--- src/rtl/adc_sequencer.sv ---
// Dual-slope integrator sequencer.
// Drives the DG444 switch controls through the SHORT, RUNUP and RUNDOWN phases. It measures
// the run-down time against the comparator and latches the count behind a valid/ack handshake.
//
// Ports:
//   clk, rst_n    system clock, asynchronous active-low reset
//   start         one-cycle conversion request, sampled only in IDLE
//   t_trigger     comparator output, asynchronous to clk
//   m_reset       0 = integrator cap shorted, 1 = integrating
//   m_in          0 = input selected, 1 = reference selected
//   m_ref         complement of m_in
//   busy          high outside IDLE
//   result        latched run-down count (CW bits)
//   result_valid  result holds an unread conversion
//   result_ack    consumer has taken result
//   overrun       sticky: a valid result was overwritten before being acked
//   timeout       last conversion aborted on the run-down limit
module adc_sequencer #(
    parameter int unsigned RESET_CYCLES   = 1000,
    parameter int unsigned RUNUP_CYCLES   = 1000000,
    parameter int unsigned TIMEOUT_CYCLES = 4000000,
    parameter int unsigned CW             = 32
) (
    input  logic          clk,
    input  logic          rst_n,
    input  logic          start,
    input  logic          t_trigger,
    output logic          m_reset,
    output logic          m_in,
    output logic          m_ref,
    output logic          busy,
    output logic [CW-1:0] result,
    output logic          result_valid,
    input  logic          result_ack,
    output logic          overrun,
    output logic          timeout
);

    localparam logic [CW-1:0] ResetLast  = CW'(RESET_CYCLES - 1);
    localparam logic [CW-1:0] RunupLast  = CW'(RUNUP_CYCLES - 1);
    localparam logic [CW-1:0] TimeoutVal = CW'(TIMEOUT_CYCLES);

    typedef enum logic [1:0] {StIdle, StShort, StRunup, StRundown} state_e;

    state_e        state_q, state_d;
    logic [CW-1:0] cnt_q, cnt_d, cnt_inc;
    logic [CW-1:0] result_q, result_d;
    logic          valid_q, valid_d;
    logic          overrun_q, overrun_d;
    logic          timeout_q, timeout_d;
    logic          m_reset_q, m_reset_d;
    logic          m_in_q, m_in_d;
    logic          busy_q, busy_d;
    logic          sync1_q, sync2_q, hist_q;
    logic          crossing;
    logic          new_res;

    // Rising edge of the synchronised comparator.
    assign crossing = sync2_q & ~hist_q;

    // In RUNDOWN the counter enters at 0, so cnt_inc equals k in the k-th cycle.
    assign cnt_inc = cnt_q + CW'(1);

    always_comb begin
        state_d   = state_q;
        cnt_d     = cnt_q;
        result_d  = result_q;
        timeout_d = timeout_q;
        new_res   = 1'b0;

        case (state_q)
            StIdle: begin
                if (start) begin
                    state_d = StShort;
                    cnt_d   = '0;
                end
            end
            StShort: begin
                if (cnt_q == ResetLast) begin
                    state_d = StRunup;
                    cnt_d   = '0;
                end else begin
                    cnt_d = cnt_inc;
                end
            end
            StRunup: begin
                if (cnt_q == RunupLast) begin
                    state_d = StRundown;
                    cnt_d   = '0;
                end else begin
                    cnt_d = cnt_inc;
                end
            end
            StRundown: begin
                cnt_d = cnt_inc;
                if (crossing) begin
                    result_d  = cnt_inc;
                    timeout_d = 1'b0;
                    new_res   = 1'b1;
                    state_d   = StIdle;
                end else if (cnt_inc == TimeoutVal) begin
                    result_d  = TimeoutVal;
                    timeout_d = 1'b1;
                    new_res   = 1'b1;
                    state_d   = StIdle;
                end
            end
            default: state_d = StIdle;
        endcase

        // A landing result always wins over an ack in the same cycle.
        valid_d   = valid_q;
        overrun_d = overrun_q;
        if (new_res) begin
            valid_d = 1'b1;
            if (valid_q && !result_ack) begin
                overrun_d = 1'b1;
            end
        end else if (valid_q && result_ack) begin
            valid_d   = 1'b0;
            overrun_d = 1'b0;
        end

        // Switch controls are registered from the next state so they change with the state.
        m_reset_d = (state_d == StRunup) || (state_d == StRundown);
        m_in_d    = (state_d != StRunup);
        busy_d    = (state_d != StIdle);
    end

    always_ff @(posedge clk or negedge rst_n) begin
        if (!rst_n) begin
            state_q   <= StIdle;
            cnt_q     <= '0;
            result_q  <= '0;
            valid_q   <= 1'b0;
            overrun_q <= 1'b0;
            timeout_q <= 1'b0;
            m_reset_q <= 1'b0;
            m_in_q    <= 1'b1;
            busy_q    <= 1'b0;
            sync1_q   <= 1'b0;
            sync2_q   <= 1'b0;
            hist_q    <= 1'b0;
        end else begin
            state_q   <= state_d;
            cnt_q     <= cnt_d;
            result_q  <= result_d;
            valid_q   <= valid_d;
            overrun_q <= overrun_d;
            timeout_q <= timeout_d;
            m_reset_q <= m_reset_d;
            m_in_q    <= m_in_d;
            busy_q    <= busy_d;
            sync1_q   <= t_trigger;
            sync2_q   <= sync1_q;
            hist_q    <= sync2_q;
        end
    end

    assign m_reset      = m_reset_q;
    assign m_in         = m_in_q;
    assign m_ref        = ~m_in_q;
    assign busy         = busy_q;
    assign result       = result_q;
    assign result_valid = valid_q;
    assign overrun      = overrun_q;
    assign timeout      = timeout_q;

endmodule

--- config.mk ---
export PLATFORM = sky130hd
export DESIGN_NAME = adc_sequencer
export DESIGN_NICKNAME = d
export VERILOG_FILES = /design/src/rtl/adc_sequencer.sv
export SDC_FILE = /design/constraint.sdc
export NUM_CORES = 1
export LEC_CHECK = 0
export ABC_AREA = 0
export CORE_MARGIN = 10
export CORE_UTILIZATION = 55
export DETAILED_ROUTE_END_ITERATION = 10
export HOLD_SLACK_MARGIN = 0.06
export PLACE_DENSITY_LB_ADDON = 0.08
export SLEW_MARGIN = 20
export SYNTH_ARGS = -nofsm -noshare
export SYNTH_HDL_FRONTEND = slang
export SYNTH_SLANG_ARGS = --single-unit
--- constraint.sdc ---
create_clock -name clk -period 4 [get_ports clk]
set_input_delay 0.8 -clock clk [delete_from_list [all_inputs] [get_ports clk]]
set_output_delay 0.8 -clock clk [all_outputs]
set_load 0.1 [all_outputs]
==> qor.tcl <==
set qor(vias) 3607
set qor(die_height_um) 106.3
set qor(filler_cell_count) 604
set qor(cp.required_ps) 4280
set qor(worst_path_largest_cell_delay_ps) 620
set qor(power-per-cell-area_nw_per_um2) 385.8
set qor(io_buffer_count) 43
set qor(routed_via_density) 6.407
set qor(finalSetupViolCount) 0
set qor(finalHoldViolations) 0
set qor(synthesis.instances) 436
set qor(layout-area-overhead-vs-synth_pct) 15.43
set qor(yosysWarnings) 0
set qor(max_slew.worst_pin.slew_ps) 984.1
set qor(grt_max_degree) 76
set qor(critPathArrivalTime_ps) 3950
set qor(ys_dominant_reg_cell) {sky130_fd_sc_hd__dfrtp_1}
set qor(hold_buffers) 0
set qor(io_pins) 44
set qor(detail-route-antenna-nets) 0
set qor(final_antenna_diode_count) 0
set qor(clock.fmax_ghz) 0.2723
set qor(final_net_count) 465
set qor(finClkSkew_ps) 11.48
set qor(report.final.slew_viol_count) 0
set qor(leakagePower_nw) 1.853
set qor(avgRoutedWirePerCell_um) 20.42
set qor(post_cts.repair.setup_buffers) 0
set qor(worst_hold_startpoint) {sync1_q$_DFF_PN0_}
set qor(synth.avg_cell_area_um2) 9.393
set qor(timing.setup.critical_path_class) {flop to flop}
set qor(grt_overflow) 0
set qor(cts_buffer_depth) 2
set qor(cts.htree.levels) 3
set qor(grt_use_met1_pct) 28.85
set qor(worstPathMaxFanout) 13
set qor(dr.first_iter.drc_count) 312
set qor(hold-path-cell-count) 0
set qor(reg2reg_depth) 10
set qor(cts.reportedPaths.clkPinSlew_ps) 80
set qor(chipWidth_um) 106.3
set qor(worst_skew_pair.late_latency_ps) 360
set qor(cts_tree) {built}
set qor(synth_seq_area_share_pct) 45.86
set qor(cts_sinks) 75
set qor(critical_path.reg2reg.endpoint) {overrun$_DFFE_PN0P_}
set qor(hold_path_class) {flop to flop}
set qor(globalRouteTotalUtil_pct) 20.73
set qor(place_congestion) 0.9179
set qor(synth_most_common_cell) {sky130_fd_sc_hd__dfrtp_1}
set qor(end_kind) {flop}
set qor(globalRoute.busiestLayer) {met2}
set qor(initial_util_pct) 56.46
set qor(relSlewSlack_pct) 34.19
set qor(rsz_0062_raised_after_global_routing) {no}
set qor(fin_setup_tns_ps) 0
set qor(grt_pass1_vias) 3467
set qor(combined_area_of_all_synthesized_cells_um2) 4095
set qor(netlist_top_cells_count) {74 x sky130_fd_sc_hd__dfrtp_1, 42 x sky130_fd_sc_hd__o21ai_0, 32 x sky130_fd_sc_hd__nand2_1, 29 x sky130_fd_sc_hd__nor2_1, 20 x sky130_fd_sc_hd__nand4_1}
set qor(die-area_um2) 11300
set qor(drt_drc_violations_left) 0
set qor(holdPathEnd) {sync2_q$_DFF_PN0_}
set qor(cts_inserted_buffers) 9
set qor(post-route-min-period_ps) 3672
set qor(min_period_over_period_pct) 91.81
set qor(synth.lib_cells_used.distinct) 50
set qor(max-cap-violations) 0
set qor(worstReg2RegStart) {cnt_q[0]$_DFFE_PN0P_}
set qor(number_of_synthesized_flops_with_an_enable_pin) 0
set qor(grt_first_pass_wirelength_mm) 18.82
set qor(use_met3_pct) 4.589
set qor(dr.pass1.iters) 5
set qor(core.rowCount) 31
set qor(peakVddDrop_uv) 314.4
set qor(fp.coreArea_um2) 7253
set qor(wl_mm) 11.50
set qor(ff2ff_setup_slack_ps) 330
set qor(synthTopCellsByArea) {sky130_fd_sc_hd__dfrtp_1 45%, sky130_fd_sc_hd__o21ai_0 5.1%, sky130_fd_sc_hd__xor2_1 3.2%}
set qor(synth_area_leader) {sky130_fd_sc_hd__dfrtp_1}
set qor(post_cts.resized_instances) 0
set qor(area_fraction_of_the_dominant_cell_type_after_synthesis_pct) 45.22
set qor(async_flop_share_pct) 100.0
set qor(cts_root_buf) {sky130_fd_sc_hd__clkbuf_8}
set qor(crit_path_cell_trace) {ha_1 -> inv_1 -> or4_4 -> or4_1 -> xor2_1 -> nand4_1 -> nor4_4 -> buf_4 -> o31ai_1 -> a22oi_1}
set qor(synth_nets) 442
set qor(fraction_of_layout_instances_using_a_drive_strength_above_1_pct) 7.759
set qor(postSynthRegisterBits) 75
set qor(antenna_found_initial) 0
set qor(fin_worst_hold_slack_ps) 365.9
set qor(critical_path.slowest_cell) {sky130_fd_sc_hd__or4_4}
set qor(met2_usage_pct) 31.01
set qor(category_of_the_worst_setup_path_launch_point) {flop}
set qor(dp_hpwl_mm) 8.122
set qor(run_status) {completed}
## per-stage QoR
step           total power [W]  instances  worst slack (ps)  util (%)  instance area (um^2)
2_1_floorplan         0.001114        436             737.6         -                  4095
3_3_place_gp          0.001179        547             464.9     62.27                  4517
3_5_place_dp          0.001188        547             372.2     62.27                  4517
4_1_cts               0.001823        563             355.2     65.17                  4727
5_1_grt               0.001892        563             61.74     65.17                  4727
6_report              0.001824        563             327.5     65.17                  4727
## kinds of logic after synthesis
kind of cell	Yosys count	share of synthesized area, %
simple gates	167	23.65
compound gates	119	19.10
flops	75	45.86
buf+inv	49	5.744
xor+xnor	25	5.347
fa+ha+maj	1	0.3055
## worst max-delay path by stage
stage               cells after the start                      to                  from  slack [ps]
detailed placement                     10     overrun$_DFFE_PN0P_  cnt_q[0]$_DFFE_PN0P_         370
finish                                 10     overrun$_DFFE_PN0P_  cnt_q[0]$_DFFE_PN0P_         330
CTS                                     9   result[7]$_DFFE_PN0P_  cnt_q[0]$_DFFE_PN0P_         360
floorplan                              11  result[10]$_DFFE_PN0P_  cnt_q[0]$_DFFE_PN0P_         740
global placement                       10     overrun$_DFFE_PN0P_  cnt_q[0]$_DFFE_PN0P_         460
global route                           10     overrun$_DFFE_PN0P_  cnt_q[0]$_DFFE_PN0P_          60
## layout make-up
cell class / instances / area [um^2] / area share (%)
multi-input combinational: 312 / 1989 / 42.09
sequential: 75 / 1878 / 39.73
clock buffer: 11 / 131.4 / 2.779
timing repair buffer: 51 / 488.0 / 10.32
tap: 99 / 123.9 / 2.620
clock inverter: 5 / 78.83 / 1.668
inverter: 10 / 37.54 / 0.7941
## flip-flops by register name, indices dropped and copies added, names as in the netlist
register	count
m_reset	1
overrun	1
sync2_q	1
m_in	1
state_q	2
sync1_q	1
hist_q	1
cnt_q	32
timeout	1
result	32
result_valid	1
busy	1
## layout by cell type (no fill, tap or decap), types with 10 or more instances in the layout
cell and instances:
sky130_fd_sc_hd__nand4_1 20, sky130_fd_sc_hd__nor2_1 28, sky130_fd_sc_hd__a21oi_1 15, sky130_fd_sc_hd__a22o_1 13
sky130_fd_sc_hd__clkdlybuf4s50_1 42, sky130_fd_sc_hd__nand3_1 12, sky130_fd_sc_hd__nand2_1 32, sky130_fd_sc_hd__o21ai_0 42
sky130_fd_sc_hd__o2bb2ai_1 13, sky130_fd_sc_hd__o31ai_1 17, sky130_fd_sc_hd__dfrtp_1 74, sky130_fd_sc_hd__nor4_1 14
sky130_fd_sc_hd__xor2_1 15, sky130_fd_sc_hd__inv_1 10, sky130_fd_sc_hd__nor3_1 18, sky130_fd_sc_hd__xnor2_1 10
## metal layers
metal,wire length [um],share of wire [%]
met5,0,0
met3,916,8.0
met2,5219,45
met4,242,2.1
met1,5118,45
## critical path, delay by kind of cell, from the launching register on
family / cells / cell delay, ps
and+or+nand+nor: 4 / 1760
DFF: 1 / 460
buffers and inverters: 2 / 460
adders and majority gates: 1 / 420
AOI/OAI and AO/OA: 2 / 270
xor gates and xnor gates: 1 / 210
## report_power, final
part | internal, W | switching, W
clock network | 0.000351 | 0.000296
logic | 0.0000987 | 0.000137
registers | 0.000807 | 0.000135
No activity file was read; power rests on OpenSTA's default activity.
